===== config.mk =====
export PLATFORM = sky130hd
export DESIGN_NAME = load_store_unit
export DESIGN_NICKNAME = d
export VERILOG_FILES = /design/src/rtl/lsu_pkg.sv /design/src/rtl/lsu_lane_align.sv /design/src/rtl/load_store_unit.sv
export SDC_FILE = /design/constraint.sdc
export NUM_CORES = 1
export LEC_CHECK = 0
export ABC_AREA = 0
export CAP_MARGIN = 20
export CORE_MARGIN = 8
export CORE_UTILIZATION = 41
export DETAILED_ROUTE_END_ITERATION = 8
export GPL_TIMING_DRIVEN = 1
export PLACE_DENSITY = 0.73
export SYNTH_ARGS = -nofsm -noshare
export SYNTH_HDL_FRONTEND = slang
export SYNTH_HIERARCHICAL = 1
export SYNTH_SLANG_ARGS = --single-unit

===== constraint.sdc =====
create_clock -name clk_i -period 3.9 [get_ports clk_i]
set_input_delay 0.78 -clock clk_i [delete_from_list [all_inputs] [get_ports clk_i]]
set_output_delay 0.78 -clock clk_i [all_outputs]
set_load 0.1 [all_outputs]

===== src/rtl/lsu_pkg.sv =====
// Shared definitions for the load/store unit: size encodings, FSM state type,
// and the lane extract/extend and lane merge helpers.
package lsu_pkg;

    localparam logic [1:0] SZ_BYTE = 2'b00;
    localparam logic [1:0] SZ_HALF = 2'b01;
    localparam logic [1:0] SZ_WORD = 2'b10;
    localparam logic [1:0] SZ_RSVD = 2'b11;  // handled exactly like SZ_WORD

    typedef enum logic [2:0] {
        StIdle,
        StRd,
        StRdWait,
        StWr,
        StDone
    } lsu_state_t;

    // True for any access wider than a halfword (word or reserved encoding).
    function automatic logic is_word_size(input logic [1:0] size);
        return (size == SZ_WORD) || (size == SZ_RSVD);
    endfunction

    function automatic logic is_misaligned(input logic [1:0] size, input logic [1:0] off);
        logic res;
        res = 1'b0;
        if (size == SZ_HALF) begin
            res = off[0];
        end else if (is_word_size(size)) begin
            res = (off != 2'b00);
        end
        return res;
    endfunction

    // Clear the offset bits below the access size.
    function automatic logic [1:0] force_align(input logic [1:0] size, input logic [1:0] off);
        logic [1:0] res;
        res = off;
        if (size == SZ_HALF) begin
            res = {off[1], 1'b0};
        end else if (is_word_size(size)) begin
            res = 2'b00;
        end
        return res;
    endfunction

    // Pick the addressed lane out of a little-endian word and extend it.
    function automatic logic [31:0] lane_extract(input logic [31:0] word, input logic [1:0] off,
                                                 input logic [1:0] size, input logic sext);
        logic [4:0]  sh_b;
        logic [4:0]  sh_h;
        logic [31:0] byte_w;
        logic [31:0] half_w;
        logic [31:0] res;
        sh_b   = {off, 3'b000};
        sh_h   = {off[1], 4'b0000};
        byte_w = word >> sh_b;
        half_w = word >> sh_h;
        case (size)
            SZ_BYTE: res = {{24{sext & byte_w[7]}}, byte_w[7:0]};
            SZ_HALF: res = {{16{sext & half_w[15]}}, half_w[15:0]};
            default: res = word;
        endcase
        return res;
    endfunction

    // Insert the low byte/half of wdata into word at the addressed lane.
    function automatic logic [31:0] lane_merge(input logic [31:0] word, input logic [31:0] wdata,
                                               input logic [1:0] off, input logic [1:0] size);
        logic [4:0]  sh_b;
        logic [4:0]  sh_h;
        logic [31:0] mask;
        logic [31:0] ins;
        logic [31:0] res;
        sh_b = {off, 3'b000};
        sh_h = {off[1], 4'b0000};
        case (size)
            SZ_BYTE: begin
                mask = 32'h0000_00FF << sh_b;
                ins  = {24'h0, wdata[7:0]} << sh_b;
                res  = (word & ~mask) | ins;
            end
            SZ_HALF: begin
                mask = 32'h0000_FFFF << sh_h;
                ins  = {16'h0, wdata[15:0]} << sh_h;
                res  = (word & ~mask) | ins;
            end
            default: begin
                mask = 32'hFFFF_FFFF;
                ins  = wdata;
                res  = wdata;
            end
        endcase
        return res;
    endfunction

endpackage


===== src/rtl/lsu_lane_align.sv =====
// Combinational lane handling: load extract/extend and sub-word store merge.
module lsu_lane_align
    import lsu_pkg::*;
(
    input  logic [31:0] i_word,
    input  logic [31:0] i_wdata,
    input  logic [1:0]  i_off,
    input  logic [1:0]  i_size,
    input  logic        i_signed,
    output logic [31:0] o_ext,
    output logic [31:0] o_merged
);

    // Both results are derived from the same captured memory word.
    always_comb begin
        o_ext    = lane_extract(i_word, i_off, i_size, i_signed);
        o_merged = lane_merge(i_word, i_wdata, i_off, i_size);
    end

endmodule


===== src/rtl/load_store_unit.sv =====
// MEM-stage load/store sequencer in front of a word-organised data memory.
// Optional feature: define LSU_MISALIGN_CHECK_EN to reject misaligned
// half/word requests; otherwise low address bits are forced to alignment.
// All outputs are registered and change together with the state register.
module load_store_unit
    import lsu_pkg::*;
#(
    parameter int unsigned MEM_WORDS = 32,
    localparam int unsigned IDX_W = $clog2(MEM_WORDS)
) (
    input  logic             clk_i,
    input  logic             rst_i,
    input  logic             req_valid_i,
    output logic             req_ready_o,
    input  logic             req_write_i,
    input  logic [1:0]       req_size_i,
    input  logic             req_signed_i,
    input  logic [31:0]      req_addr_i,
    input  logic [31:0]      req_wdata_i,
    output logic             done_o,
    output logic [31:0]      rdata_o,
    output logic             misalign_o,
    output logic             mem_read_o,
    output logic             mem_write_o,
    output logic [IDX_W-1:0] mem_addr_o,
    output logic [31:0]      mem_wdata_o,
    input  logic [31:0]      mem_rdata_i
);

    lsu_state_t       r_state, w_state;
    logic             r_ready, w_ready;
    logic             r_done, w_done;
    logic             r_misalign, w_misalign;
    logic             r_mem_read, w_mem_read;
    logic             r_mem_write, w_mem_write;
    logic [IDX_W-1:0] r_mem_addr, w_mem_addr;
    logic [31:0]      r_mem_wdata, w_mem_wdata;
    logic [31:0]      r_rdata, w_rdata;

    // Latched request fields
    logic             r_write, w_write;
    logic [1:0]       r_size, w_size;
    logic             r_signed, w_signed;
    logic [1:0]       r_off, w_off;
    logic [31:0]      r_wdata, w_wdata;

    logic [1:0]       w_off_eff;
    logic             w_misaligned;
    logic [31:0]      w_ext;
    logic [31:0]      w_merged;
    logic             w_addr_unused;

    // Address bits above the memory index wrap away.
    assign w_addr_unused = ^req_addr_i[31:IDX_W+2];

    lsu_lane_align u_lane_align (
        .i_word   (mem_rdata_i),
        .i_wdata  (r_wdata),
        .i_off    (r_off),
        .i_size   (r_size),
        .i_signed (r_signed),
        .o_ext    (w_ext),
        .o_merged (w_merged)
    );

    // Alignment handling of the incoming request offset.
    always_comb begin
`ifdef LSU_MISALIGN_CHECK_EN
        w_off_eff    = req_addr_i[1:0];
        w_misaligned = is_misaligned(req_size_i, req_addr_i[1:0]);
`else
        w_off_eff    = force_align(req_size_i, req_addr_i[1:0]);
        w_misaligned = 1'b0;
`endif
    end

    // Next-state and next-output logic; pulses default low, data holds.
    always_comb begin
        w_state     = r_state;
        w_done      = 1'b0;
        w_misalign  = 1'b0;
        w_mem_read  = 1'b0;
        w_mem_write = 1'b0;
        w_mem_addr  = r_mem_addr;
        w_mem_wdata = r_mem_wdata;
        w_rdata     = r_rdata;
        w_write     = r_write;
        w_size      = r_size;
        w_signed    = r_signed;
        w_off       = r_off;
        w_wdata     = r_wdata;

        case (r_state)
            StIdle: begin
                if (req_valid_i && r_ready) begin
                    w_write    = req_write_i;
                    w_size     = req_size_i;
                    w_signed   = req_signed_i;
                    w_off      = w_off_eff;
                    w_wdata    = req_wdata_i;
                    w_mem_addr = req_addr_i[IDX_W+1:2];
                    if (w_misaligned) begin
                        w_misalign = 1'b1;
                    end else if (!req_write_i || !is_word_size(req_size_i)) begin
                        w_state    = StRd;
                        w_mem_read = 1'b1;
                    end else begin
                        w_state     = StWr;
                        w_mem_write = 1'b1;
                        w_mem_wdata = req_wdata_i;
                    end
                end
            end
            StRd: begin
                w_state = StRdWait;
            end
            StRdWait: begin
                if (r_write) begin
                    w_state     = StWr;
                    w_mem_write = 1'b1;
                    w_mem_wdata = w_merged;
                end else begin
                    w_state = StDone;
                    w_done  = 1'b1;
                    w_rdata = w_ext;
                end
            end
            StWr: begin
                w_state = StDone;
                w_done  = 1'b1;
            end
            StDone: begin
                w_state = StIdle;
            end
            default: begin
                w_state = StIdle;
            end
        endcase

        w_ready = (w_state == StIdle);
    end

    // State and output registers with synchronous active-low reset.
    always_ff @(posedge clk_i) begin
        if (!rst_i) begin
            r_state     <= StIdle;
            r_ready     <= 1'b1;
            r_done      <= 1'b0;
            r_misalign  <= 1'b0;
            r_mem_read  <= 1'b0;
            r_mem_write <= 1'b0;
            r_mem_addr  <= '0;
            r_mem_wdata <= '0;
            r_rdata     <= '0;
            r_write     <= 1'b0;
            r_size      <= SZ_BYTE;
            r_signed    <= 1'b0;
            r_off       <= 2'b00;
            r_wdata     <= '0;
        end else begin
            r_state     <= w_state;
            r_ready     <= w_ready;
            r_done      <= w_done;
            r_misalign  <= w_misalign;
            r_mem_read  <= w_mem_read;
            r_mem_write <= w_mem_write;
            r_mem_addr  <= w_mem_addr;
            r_mem_wdata <= w_mem_wdata;
            r_rdata     <= w_rdata;
            r_write     <= w_write;
            r_size      <= w_size;
            r_signed    <= w_signed;
            r_off       <= w_off;
            r_wdata     <= w_wdata;
        end
    end

    assign req_ready_o = r_ready;
    assign done_o      = r_done;
    assign misalign_o  = r_misalign;
    assign mem_read_o  = r_mem_read;
    assign mem_write_o = r_mem_write;
    assign mem_addr_o  = r_mem_addr;
    assign mem_wdata_o = r_mem_wdata;
    assign rdata_o     = r_rdata;

endmodule


==> results of run 1 <==
[per-stage QoR]
stage	setup WS (ns)	area (um^2)	std cells	utilization, %	total power, uW
2_1_floorplan	1.876	6197	761	-	1965
3_3_place_gp	0.6761	7696	1036	51.39	2233
3_5_place_dp	0.6259	7696	1036	51.39	2240
4_1_cts	1.049	8249	1068	55.08	3709
5_1_grt	0.9088	8249	1068	55.08	3839
6_report	1.004	8249	1068	55.08	3687
[power by group]
| part | switching [uW] | total, uW | internal (uW) |
|---|---|---|---|
| clock network | 523 | 1460 | 938 |
| registers | 56.3 | 1290 | 1240 |
| logic | 620 | 933 | 313 |
[worst register-to-register path, stage by stage (launching register included)]
cell and delay [ns]:
dfxtp_1 0.54, nor2b_1 0.26, buf_4 0.19, o21bai_2 0.66, mux2_2 0.43, mux2i_1 0.18
a221oi_1 0.11
[cells in the final DEF, fill, tap and decap left out, drive strengths merged, types with 2 or more instances in the layout]
cell type      netlist  final
clkdlybuf4s50        0    150
nand2              123    123
dfxtp              114    114
a21oi               88     88
o21ai               63     63
nor2                49     49
nand3               41     41
mux2i               40     40
a221oi              33     33
clkbuf              42     27
mux2                17     17
buf                 37     16
o22ai               15     15
inv                 13     12
a22oi               10     10
o22a                 8      8
nor3                 8      8
a2bb2oi              8      8
o221ai               8      8
nor2b                6      6
clkinv               1      6
a21boi               5      5
nand2b               4      4
and2                 4      4
and3                 2      2
o2bb2ai              2      2
and4bb               2      2
nor3b                2      2
[per-layer routing]
layer	GRT usage (%)	part of all wire, %
met1	28.07	45
met2	32.29	46
met3	6.644	8.2
met4	5.315	1.2
met5	0	0
[cell type report]
type | count | area (um^2) | area share, %
Tap cell | 188 | 235.2 | 2.852
Timing Repair Buffer | 166 | 1647 | 19.96
Inverter | 14 | 53.80 | 0.6522
Multi-Input combinational cell | 554 | 3477 | 42.15
Sequential cell | 114 | 2283 | 27.68
Clock buffer | 27 | 503.0 | 6.097
Clock inverter | 5 | 50.05 | 0.6067
[cells by family after synthesis]
group	after synthesis	share of synthesized area, %
multiplexers	58	9.913
buffers and inverters	93	7.329
AND/OR/NAND/NOR	249	17.99
AO/OA/AOI/OAI	246	27.88
other	1	0.06051
flip-flops	114	36.83
[how the worst max path moves through the flow]
stage | from | endpoint | slack [ns] | cells past startpoint
3_5_place_dp | req_valid_i | mem_wdata_o[2] | 0.63 | 4
6_report | req_valid_i | mem_wdata_o[2] | 1.00 | 4
4_1_cts | req_valid_i | mem_wdata_o[2] | 1.05 | 4
3_3_place_gp | req_valid_i | mem_wdata_o[2] | 0.68 | 4
5_1_grt | req_valid_i | mem_wdata_o[1] | 0.91 | 4
2_1_floorplan | req_ready_o | mem_wdata_o[12] | 1.88 | 5
[sequential cells by signal (all words and copies together), names as in the netlist]
| signal | flops |
|---|---|
| rdata_o | 32 |
| mem_write_o | 1 |
| r_off | 2 |
| r_signed | 1 |
| mem_read_o | 1 |
| req_ready_o | 1 |
| r_size | 2 |
| mem_addr_o | 5 |
| mem_wdata_o | 32 |
| r_wdata | 32 |
| r_state | 3 |
| r_write | 1 |
| done_o | 1 |
==> reports/results.tsv, run 1 <==
stage	metric	value	unit
detailed_routing	via count	6179	
layout	n_diodes	0	
timing	Fmax	345.3	MHz
yosys	post-synthesis sequential area ratio	36.83	%
worst_hold_path	Worst Hold Path EP	rdata_o[12]	
clock_tree	clk_lat worst skew	0.42	ns
flow_run	maximum capacitance violations	0	
floorplanning	I/O pin count	177	
layout	Area Overhead vs Synth	33.11	%
placement	Final Wtd Congestion	0.9057	
setup_path	kind of critical path	primary input to register	
clock_tree	cts hold-fix bufs	0	
setup_path	r2r worst-path depth	6	
setup_path	r2r setup slk	1.36	ns
yosys	synth warn	6	
floorplanning	Die W	138.9	um
floorplanning	row count	45	
timing	Post-Route Skew	0.007578	ns
detailed_routing	drt via density	5.786	
grt	pin count of the biggest net entering global routing	52	
layout	fillers	1459	
clock_tree	post-CTS setup repair buffer count	0	
grt	Total Routing Usage GR	21.07	%
clock_tree	CTS tree	done	
floorplanning	core footprint	14980	um^2
worst_hold_path	Hold WC Path Type	register to register	
grt	number of global-route vias before repair	5843	
power_and_ir_drop	pwr/cell area	447.0	nW/um^2
yosys	Synth Instances	761	
setup_path	Worst setup SP type	primary input	
worst_hold_path	HP Start	rdata_o[12]	
floorplanning	die area	19310	um^2
floorplanning	die height	138.9	um
clock_tree	Clock Sink Count	114	
detailed_routing	First DRT Iteration DRCs	571	
yosys	Post-synth EDFFs	0	
clock_tree	Worst-path clk slew	0.05	ns
setup_path	critical-path cell list	clkdlybuf4s50_1 -> and4bb_1 -> nand2_2 -> a221oi_1	
timing	Post-Route Setup TNS	0	ns
timing	Hold Fails Final Rpt	0	
yosys	count leader, synth	nand2_1	
setup_path	WP buf/inv	1	
yosys	most frequent cells after synthesis	123 x nand2_1, 114 x dfxtp_1, 86 x a21oi_1	
yosys	Synth Area per Inst	8.143	um^2
yosys	post-synthesis register bit count	114	
yosys	Distinct cells, synth	53	
detailed_routing	# DRC	0	
yosys	Post-Syn Nets	864	
yosys	Primary FF master, synth	dfxtp_1	
layout	layout cells sized above 1	11.36	%
setup_path	Worst Path Max Fanout	32	
layout	Final nets	970	
setup_path	Setup crit end kind	register	
power_and_ir_drop	leakage power	0.002888	uW
worst_hold_path	hold depth	2	
floorplanning	Starting Density	41.38	%
yosys	asr flop ratio synth	0	%
status	status	complete, no violations	
placement	IO Port Bufs	150	
timing	Tmin final	2.896	ns
clock_tree	Root Buffer	clkbuf_16	
clock_tree	clk buf depth	2	
detailed_routing	Final ANT Viol Nets	0	
setup_path	slowest CP cell	nand2_2	
clock_tree	Resized cells post-CTS	0	
yosys	Synth area leader	dfxtp_1	
clock_tree	htree depth	4	
setup_path	worst path arrival time	3.20	ns
detailed_routing	total iterations of the first detailed-routing run	5	
grt	GR Overflow Total	0	
clock_tree	TritonCTS Buffers	17	
detailed_routing	per-cell routed wire length	19.28	um
placement	Detailed Place HPWL	14.49	mm
detailed_routing	WL final	20.59	mm
setup_path	reg-to-reg critical path endpoint	mem_wdata_o[2]	
yosys	Area contributors post-synth	dfxtp_1 37%, nand2_1 7.5%, a221oi_2 7.0%	
timing	RSZ-0062 raised after global routing	false	
grt	number of antenna violations at the first check in global routing	0	
power_and_ir_drop	Worst VDD drop	0.0003260	V
setup_path	CP Data Required Time	4.20	ns
setup_path	delay-heaviest family, CP	simple AND/OR/NAND/NOR gates	
timing	setup violators final	0	
yosys	Synth Cell Area	6197	um^2
setup_path	CP max stage delay	0.72	ns
yosys	top cell type's share of synthesized area	36.83	%
timing	Final Max Slew Viols	0	
timing	Slew @ Worst Pin	1.017	ns
setup_path	beginning of the worst register-to-register path	r_off[0]	
timing	relative slew slack	31.97	%
timing	Min Hold Slack	0.4505	ns
timing	period utilization	74.27	%
grt	global-route wire length before repair	32.77	mm
Note: power is estimated with default switching activity, not from simulation.
==> inputs of run 2 (changes only) <==
Clock period 3.9 ns to 2.7 ns, I/O delays scaled along.
==> run 2 against run 1 <==
Compared with the run above:
- cell area shrank 0.88%
- clock skew grew 0.0034 ns
- critical path depth grew 3
- sequential power grew 45%
- global-route usage grew 0.16 points
- clock power grew 55%
- die area is the same
- final cell count grew 0.94%
- largest cell class unchanged
- highest routed layer unchanged
==> reports/results.tsv, run 2 (synthesis results as in run 1) <==
stage	metric	value	unit	change
status	status	complete, no violations		unchanged
setup_path	worst path arrival time	2.54	ns	was 3.20 ns
grt	GR met3 Demand/Resource	5.336	%	was 6.644%
grt	pin count of the biggest net entering global routing	44		was 52
clock_tree	Clock Sink Count	114		unchanged
timing	Fmax	452.6	MHz	
layout	post-layout util	54.59	%	was 55.08%
detailed_routing	First DRT Iteration DRCs	595		was 571
grt	GR peak layer	met2		unchanged
detailed_routing	# DRC	0		unchanged
power_and_ir_drop	Worst VDD drop	0.0004452	V	was 0.0003260 V
clock_tree	clk buf depth	2		unchanged
setup_path	critical path endpoint	mem_wdata_o[24]		was mem_wdata_o[2]
placement	post-placement cell area	7589	um^2	was 7696 um^2
detailed_routing	drt via density	5.762		was 5.786
layout	FF/Latch Area	2283	um^2	unchanged
detailed_routing	per-cell routed wire length	19.19	um	was 19.28 um
setup_path	CP Depth	7		was 4
clock_tree	Resized cells post-CTS	0		unchanged
floorplanning	Die W	138.9	um	unchanged
timing	Post-Route Setup TNS	0	ns	unchanged
timing	Tmin final	2.209	ns	
clock_tree	CTS tree	done		unchanged
floorplanning	Starting Density	41.38	%	unchanged
layout	Area Overhead vs Synth	31.94	%	was 33.11%
grt	number of antenna violations at the first check in global routing	0		unchanged
setup_path	WP buf/inv	1		unchanged
placement	Final Wtd Congestion	0.9292		was 0.9057
setup_path	reg-to-reg critical path endpoint	mem_wdata_o[24]		was mem_wdata_o[2]
placement	Detailed Place HPWL	14.61	mm	was 14.49 mm
clock_tree	clk_lat worst skew	0.42	ns	about the same
timing	setup violators final	0		unchanged
floorplanning	row count	45		unchanged
grt	GR Overflow Total	0		unchanged
detailed_routing	total iterations of the first detailed-routing run	5		unchanged
layout	fillers	1425		was 1459
clock_tree	cts hold-fix bufs	0		unchanged
setup_path	kind of critical path	register to register		was primary input to register
timing	Final Max Slew Viols	0		unchanged
floorplanning	core footprint	14980	um^2	unchanged
clock_tree	Worst-path clk slew	0.06	ns	was 0.05 ns
grt	number of global-route vias before repair	5974		was 5843
layout	n_diodes	0		unchanged
timing	Slew @ Worst Pin	0.8275	ns	was 1.017 ns
floorplanning	die height	138.9	um	unchanged
grt	Total Routing Usage GR	21.23	%	was 21.07%
clock_tree	Root Buffer	clkbuf_16		unchanged
timing	Min Hold Slack	0.4507	ns	was 0.4505 ns
setup_path	Setup crit end kind	register		unchanged
setup_path	CP max stage delay	0.61	ns	was 0.72 ns
detailed_routing	WL final	20.69	mm	was 20.59 mm
grt	met1 Usage GRT	28.33	%	was 28.07%
setup_path	Worst Setup SP	r_off[1]		was req_valid_i
clock_tree	post-CTS setup repair buffer count	0		unchanged
timing	RSZ-0062 raised after global routing	false		unchanged
setup_path	r2r setup slk	0.49	ns	was 1.36 ns
setup_path	slowest CP cell	dfxtp_1		was nand2_2
setup_path	CP Data Required Time	3.04	ns	was 4.20 ns
clock_tree	htree depth	4		unchanged
floorplanning	I/O pin count	177		unchanged
detailed_routing	Final ANT Viol Nets	0		unchanged
setup_path	delay-heaviest family, CP	compound AO/OA/AOI/OAI gates		was simple AND/OR/NAND/NOR gates
floorplanning	die area	19310	um^2	unchanged
power_and_ir_drop	leakage power	0.003091	uW	was 0.002888 uW
setup_path	Worst Path Max Fanout	14		was 32
layout	layout cells sized above 1	20.79	%	was 11.36%
clock_tree	TritonCTS Buffers	17		unchanged
layout	post-layout instance area	8177	um^2	was 8249 um^2
grt	global-route wire length before repair	32.84	mm	was 32.77 mm
detailed_routing	via count	6211		was 6179
worst_hold_path	hold depth	2		unchanged
setup_path	beginning of the worst register-to-register path	r_off[1]		was r_off[0]
setup_path	Worst setup SP type	register		was primary input
setup_path	critical-path cell list	and2_1 -> buf_4 -> a2bb2oi_1 -> o221ai_1 -> mux2_2 -> mux2i_1 -> a221oi_2		was clkdlybuf4s50_1 -> and4bb_1 -> nand2_2 -> a221oi_1
power_and_ir_drop	pwr/cell area	669.5	nW/um^2	was 447.0 nW/um^2
setup_path	r2r worst-path depth	7		was 6
layout	most frequent cells in the layout	122 x nand2_1, 113 x dfxtp_1, 97 x buf_4, 86 x a21oi_1, 77 x clkdlybuf4s50_1		was 150 x clkdlybuf4s50_1, 122 x nand2_1, 113 x dfxtp_1, 86 x a21oi_1, 62 x o21ai_0
timing	Hold Fails Final Rpt	0		unchanged
layout	multi-input logic area	3477	um^2	unchanged
worst_hold_path	Hold WC Path Type	register to register		unchanged
timing	period utilization	81.83	%	
power_and_ir_drop	Final Total Pwr	5475	uW	was 3687 uW
grt	M2 GR Usage	32.44	%	was 32.29%
layout	Final nets	980		was 970
flow_run	maximum capacitance violations	0		unchanged
timing	relative slew slack	44.76	%	was 31.97%
placement	IO Port Bufs	150		unchanged
layout	leading cell type in the layout, fill and taps excluded	nand2_1		was clkdlybuf4s50_1
timing	Post-Route Skew	0.01094	ns	was 0.007578 ns
==> run 2: how the worst min path moves through the flow <==
stage | startpoint | to | slack [ns]
4_1_cts | rdata_o[27] | rdata_o[27] | 0.45
6_report | rdata_o[27] | rdata_o[27] | 0.45
5_1_grt | rdata_o[21] | rdata_o[21] | 0.47
3_5_place_dp | rdata_o[14] | rdata_o[14] | 0.45
2_1_floorplan | r_wdata[24] | r_wdata[24] | 0.45
3_3_place_gp | rdata_o[27] | rdata_o[27] | 0.44
==> run 2: worst register-to-register path: stages, from the launching register on <==
cell and delay (ns):
dfxtp_1 0.61, and2_1 0.34, buf_4 0.18, a2bb2oi_1 0.06, o221ai_1 0.33, mux2_2 0.23, mux2i_1 0.08, a221oi_2 0.29
==> run 2: stage by stage <==
stage,cells,setup WS [ns]
CTS,1078,0.5209
finish,1078,0.4907
floorplan,761,0.6760
global route,1078,0.3591
global placement,1046,0.3196
detailed placement,1046,0.3060
==> run 2: area by class of cell <==
class	instances	area share, %
Multi-Input combinational cell	554	42.52
Sequential cell	114	27.93
Timing Repair Buffer	176	18.82
Clock buffer	22	5.555
Tap cell	188	2.877
Clock inverter	10	1.637
Inverter	14	0.6580
==> run 2: routing by layer <==
metal  routed length [um]  share of wire (%)
met4                  421                2.0
met3                 1387                6.7
met2                 9479                 46
met1                 9403                 45
met5                    0                  0
==> run 2: power by group <==
group / internal [uW] / switching (uW)
Combinational: 441 / 893
Sequential: 1790 / 87.4
Clock: 1470 / 799
Total: 3690 / 1780
==> inputs of run 3 (changes only) <==
Clock period 2.7 ns to 2.2 ns, I/O delays scaled along.
==> run 3 against run 2 <==
Compared with the run above:
- maximum frequency rose by 8.2%
- final cell count rose by 1.9%
- first-iteration DRC count shrank 13%
- worst hold slack improved by 0.0011 ns
- global-route usage fell by 0.24 points
- combinational power is 27% higher
- count of clock-buffer cells in the layout increased by 1
- critical path type unchanged
- sequential power up 22%
- routed wire length shrank 0.89%
- non-clock buffer count up 22
- critical endpoint is now mem_wdata_o[21]
- power increased by 18%
- critical path depth down 1
==> reports/results.tsv, run 3 (synthesis results as in run 1) <==
stage	metric	value	unit	change
status	status	complete, no violations		unchanged
worst_hold_path	Hold WC Path Type	register to register		unchanged
layout	leading cell type in the layout, fill and taps excluded	nand2_1		unchanged
grt	Total Routing Usage GR	20.99	%	was 21.23%
timing	Hold Fails Final Rpt	0		unchanged
power_and_ir_drop	pwr/cell area	775.0	nW/um^2	was 669.5 nW/um^2
detailed_routing	via count	6195		was 6211
floorplanning	die height	138.9	um	unchanged
detailed_routing	Final ANT Viol Nets	0		unchanged
setup_path	slowest CP cell	nand2b_1		was dfxtp_1
layout	non-filler cells, final	1098		was 1078
grt	GR Overflow Total	0		unchanged
timing	Fmax	489.6	MHz	was 452.6 MHz
clock_tree	clk buf depth	2		unchanged
floorplanning	Starting Density	41.38	%	unchanged
timing	setup violators final	0		unchanged
clock_tree	Worst-path clk slew	0.05	ns	was 0.06 ns
timing	RSZ-0062 raised after global routing	false		unchanged
clock_tree	cts hold-fix bufs	0		unchanged
floorplanning	Die W	138.9	um	unchanged
layout	post-layout instance area	8344	um^2	was 8177 um^2
worst_hold_path	hold depth	2		unchanged
setup_path	Setup crit end kind	register		unchanged
floorplanning	die area	19310	um^2	unchanged
setup_path	CP Depth	6		was 7
timing	Post-Route Setup TNS	0	ns	unchanged
clock_tree	htree depth	4		unchanged
power_and_ir_drop	leakage power	0.003203	uW	was 0.003091 uW
setup_path	WP buf/inv	0		was 1
setup_path	Worst Path Max Fanout	7		was 14
power_and_ir_drop	Worst VDD drop	0.0006847	V	was 0.0004452 V
timing	Post-Route Skew	0.007329	ns	was 0.01094 ns
setup_path	delay-heaviest family, CP	simple AND/OR/NAND/NOR gates		was compound AO/OA/AOI/OAI gates
placement	post-placement cell area	7816	um^2	was 7589 um^2
setup_path	CP dominant cell by count	mux2i_1		
placement	IO Port Bufs	150		unchanged
timing	Min Hold Slack	0.4518	ns	was 0.4507 ns
timing	Slew @ Worst Pin	0.4983	ns	was 0.8275 ns
layout	n_diodes	0		unchanged
setup_path	CP max stage delay	0.43	ns	was 0.61 ns
floorplanning	row count	45		unchanged
placement	Post-Place Cells	1068		was 1046
layout	Area Overhead vs Synth	34.65	%	was 31.94%
grt	number of global-route vias before repair	5898		was 5974
detailed_routing	WL final	20.51	mm	was 20.69 mm
clock_tree	TritonCTS Buffers	17		unchanged
detailed_routing	drt via density	5.642		was 5.762
timing	Final Max Slew Viols	0		unchanged
placement	Detailed Place HPWL	14.88	mm	was 14.61 mm
timing	Tmin final	2.042	ns	was 2.209 ns
grt	number of antenna violations at the first check in global routing	0		unchanged
flow_run	maximum capacitance violations	0		unchanged
setup_path	kind of critical path	register to register		unchanged
detailed_routing	total iterations of the first detailed-routing run	5		unchanged
timing	period utilization	92.83	%	was 81.83%
layout	layout cells sized above 1	22.53	%	was 20.79%
detailed_routing	# DRC	0		unchanged
placement	Final Wtd Congestion	0.9241		was 0.9292
power_and_ir_drop	Final Total Pwr	6467	uW	was 5475 uW
clock_tree	Root Buffer	clkbuf_16		unchanged
layout	most frequent cells in the layout	122 x nand2_1, 114 x buf_4, 113 x dfxtp_1, 86 x a21oi_1, 77 x clkdlybuf4s50_1		was 122 x nand2_1, 113 x dfxtp_1, 97 x buf_4, 86 x a21oi_1, 77 x clkdlybuf4s50_1
setup_path	r2r worst-path depth	6		was 7
grt	global-route wire length before repair	32.61	mm	was 32.84 mm
layout	Final nets	1002		was 980
detailed_routing	First DRT Iteration DRCs	517		was 595
detailed_routing	per-cell routed wire length	18.68	um	was 19.19 um
setup_path	CP Data Required Time	2.53	ns	was 3.04 ns
grt	pin count of the biggest net entering global routing	78		was 44
clock_tree	post-CTS setup repair buffer count	0		unchanged
setup_path	worst path arrival time	2.37	ns	was 2.54 ns
setup_path	Worst setup SP type	register		unchanged
floorplanning	core footprint	14980	um^2	unchanged
clock_tree	Clock Sink Count	114		unchanged
setup_path	critical-path cell list	nor2b_1 -> nand2b_1 -> mux2i_1 -> o21ai_0 -> mux2i_1 -> a221oi_2		was and2_1 -> buf_4 -> a2bb2oi_1 -> o221ai_1 -> mux2_2 -> mux2i_1 -> a221oi_2
floorplanning	I/O pin count	177		unchanged
clock_tree	Resized cells post-CTS	0		unchanged
clock_tree	clk_lat worst skew	0.41	ns	was 0.42 ns
timing	relative slew slack	66.73	%	was 44.76%
clock_tree	CTS tree	done		unchanged
[run 3: cell types whose count changed in the layout (fill, tap and decap cells not counted)]
cell / before / now
clkinv_2: 5 / 7
clkinvlp_4: 2 / 0
bufinv_16: 3 / 1
clkinv_4: 1 / 0
buf_12: 2 / 7
buf_4: 97 / 114
clkbuf_8: 1 / 2
[run 3: layer usage]
metal	vias to the layer above	global-route usage (%)	share of wire [%]	routed length, um
met1	2909	27.60	45	9257
met5	-	0	0	0
met2	242	32.68	46	9362
met4	0	4.853	1.5	313
li1	3012	-	-	-
met3	32	6.816	7.7	1573
[run 3: worst min-delay path: cells and delay by family, from the launching register on]
family	cells	cell delay, ns
flops	1	0.30
compound gates	1	0.05
simple gates	1	0.05
[run 3: layout make-up]
cell class              count  area [um^2]
clock buffers              23        467.9
clock inverters             7        60.06
fillers                  1423         6633
inverters                  14        53.80
multi-input cells         554         3477
flip-flops and latches    114         2283
well taps                 188        235.2
repair buffers            198         1767
[run 3: worst paths after layout]
| kind | start | end | slack, ns |
|---|---|---|---|
| worst max register to register | r_off[0] | mem_wdata_o[21] | 0.16 |
| worst max-delay path | r_off[0] | mem_wdata_o[21] | 0.16 |
| worst min register to register | rdata_o[1] | rdata_o[1] | 0.45 |
| worst min-delay path | rdata_o[1] | rdata_o[1] | 0.45 |
[run 3: where the power goes]
group	switching, uW	total, uW	leakage [uW]	internal [uW]
Sequential	98.6	2290	0.000928	2190
Clock	903	2480	0.000266	1580
Combinational	1110	1690	0.00201	585
[run 3: stage by stage]
step	setup slack, ns	utilization [%]
detailed placement	0.04891	52.19
CTS	0.2331	55.71
global route	0.1324	55.71
finish	0.1576	55.71
floorplan	0.1760	-
global placement	0.06586	52.19
==> variant: new RTL, settings of run 3 <==
Encoding of `lsu_state_t`: now one-hot (5 bits for 5 states).
--- a/src/rtl/lsu_pkg.sv
+++ b/src/rtl/lsu_pkg.sv
@@ -8,10 +8,10 @@
     localparam logic [1:0] SZ_RSVD = 2'b11;  // handled exactly like SZ_WORD
 
-    typedef enum logic [2:0] {
-        StIdle,
-        StRd,
-        StRdWait,
-        StWr,
-        StDone
+    typedef enum logic [4:0] {
+        StIdle   = 5'b00001,
+        StRd     = 5'b00010,
+        StRdWait = 5'b00100,
+        StWr     = 5'b01000,
+        StDone   = 5'b10000
     } lsu_state_t;
 
Formal check against the unedited RTL: same outputs for any inputs over 4 cycles, from zero or initial values and one cycle with rst_i low; so few cycles prove little.
==> variant against run 3 <==
Routed wire length shrank 4.6%; core utilization grew 0.78 points; sequential cell count increased by 2; cell area decreased by 3.1%; clock power is 25% higher; power is 10% higher; worst hold slack worse by 0.0024 ns; worst setup slack gained 0.040 ns; synthesized cell count is 5.0% higher; area after synthesis decreased by 4.8%; critical endpoint is now mem_wdata_o[25]$_SDFFE_PN0P_; largest cell class unchanged; largest power group unchanged.
==> variant: results (changes against run 3) <==
** Run status
- The flow ran to the end, and the final reports show no timing, DRC or antenna violations.

** Power and ir drop
- The leakage power summed over all cells is 3.37 nW (+5.4%).
- The share of total power in sequential cells came to 0.332 (-0.022).
- Sum of internal, switching and leakage power :: 0.00712 W (+10%)
- The worst IR drop on VDD came to 560 uV (-18%).
- The proportion of total power due to net switching was 0.304 (-0.0222).

** Logic synthesis
- The number of distinct standard cells referenced by the synthesized netlist is 49 (-7.5%).
- Post-synth top cells :: 272 x nand2_1, 116 x dfxtp_1, 88 x a21oi_1, 40 x clkbuf_1
- Leading post-synthesis cells by cell area :: dfxtp_1 39%, nand2_1 17%, a21oi_1 7.5%
- The fraction of synthesized area in multiplexers came to 0.0515 (-0.0476).
- Post-Synthesis Mean Instance Area :: 7.39 um2 (-9.3%)
- Sequential area share after synthesis :: 0.394 (+0.0253)

** Setup path
- The slowest stage of the critical path belongs to the cell or3_1.
- Arrival @ worst endpoint :: 2.29 ns (-0.08 ns)
- The highest fanout seen on the critical path is 22 (+15).
- Register-to-register setup slack :: 0.20 ns (+0.04 ns)
- The endpoint identified for the worst register-to-register timing path is mem_wdata_o[25]$_SDFFE_PN0P_.
- The worst reg-to-reg path cell count was 5 (-1).
- Launching point of the worst reg2reg path :: r_state[3]$_SDFF_PN0_

** GRT
- Wire length of the first global-routing pass :: 31100 um (-4.6%)
- The via count of the first global-routing pass came to 6042 (+2.4%).

** Placed design
- Global placement routability congestion :: 0.908 (-1.8%)
- The pre-CTS setup slack came to 0.0417 ns (-0.00717 ns).
- The cell count after placement was 1094 (+2.4%).

** Layout
- The register area came to 0.00232 mm2 (+1.8%).
- Fin nets :: 1032 (+3.0%)
- Area Growth Syn to Fin :: 37.0%
- The area of combinational cells with multiple inputs is 0.00319 mm2 (-8.3%).
- Number of combinational gates with multiple inputs :: 597 (+7.8%)
- The number of buffers other than clock buffers in the final layout came to 183 (-7.6%).

** Worst hold path
- For hold timing, the worst endpoint is r_wdata[28]$_SDFFE_PN0P_.

** Die
- Die area :: 0.0185 mm2 (-4.2%)

** Detailed routing
- The average wire per standard cell came to 17.4 um (-7.0%).
- Number of DRC markers after the initial detailed-route iteration :: 520 (+0.58%)
- Routed wire length :: 19600 um (-4.6%)
- Vias per inst :: 5.48 (-2.8%)
[variant: worst max path at each step]
stage,startpoint,to,slack (ns),cells past startpoint
finish,r_state[3]$_SDFF_PN0_,mem_wdata_o[25]$_SDFFE_PN0P_,0.20,5
global route,r_state[3]$_SDFF_PN0_,mem_wdata_o[30]$_SDFFE_PN0P_,0.04,5
CTS,r_state[3]$_SDFF_PN0_,mem_wdata_o[25]$_SDFFE_PN0P_,0.18,5
detailed placement,req_valid_i,mem_wdata_o[30]$_SDFFE_PN0P_,0.04,6
global placement,req_valid_i,mem_wdata_o[24]$_SDFFE_PN0P_,0.05,6
floorplan,req_ready_o$_SDFF_PN1_,r_wdata[18]$_SDFFE_PN0P_,0.007,6
[variant: metal layers]
metal / vias to the layer above / track usage / wire length, um
met3: 31 / 0.0687 / 1750
met5: - / 0 / 0
li1: 3027 / - / -
met2: 262 / 0.334 / 9080
met4: 0 / 0.0659 / 382
met1: 2855 / 0.269 / 8350
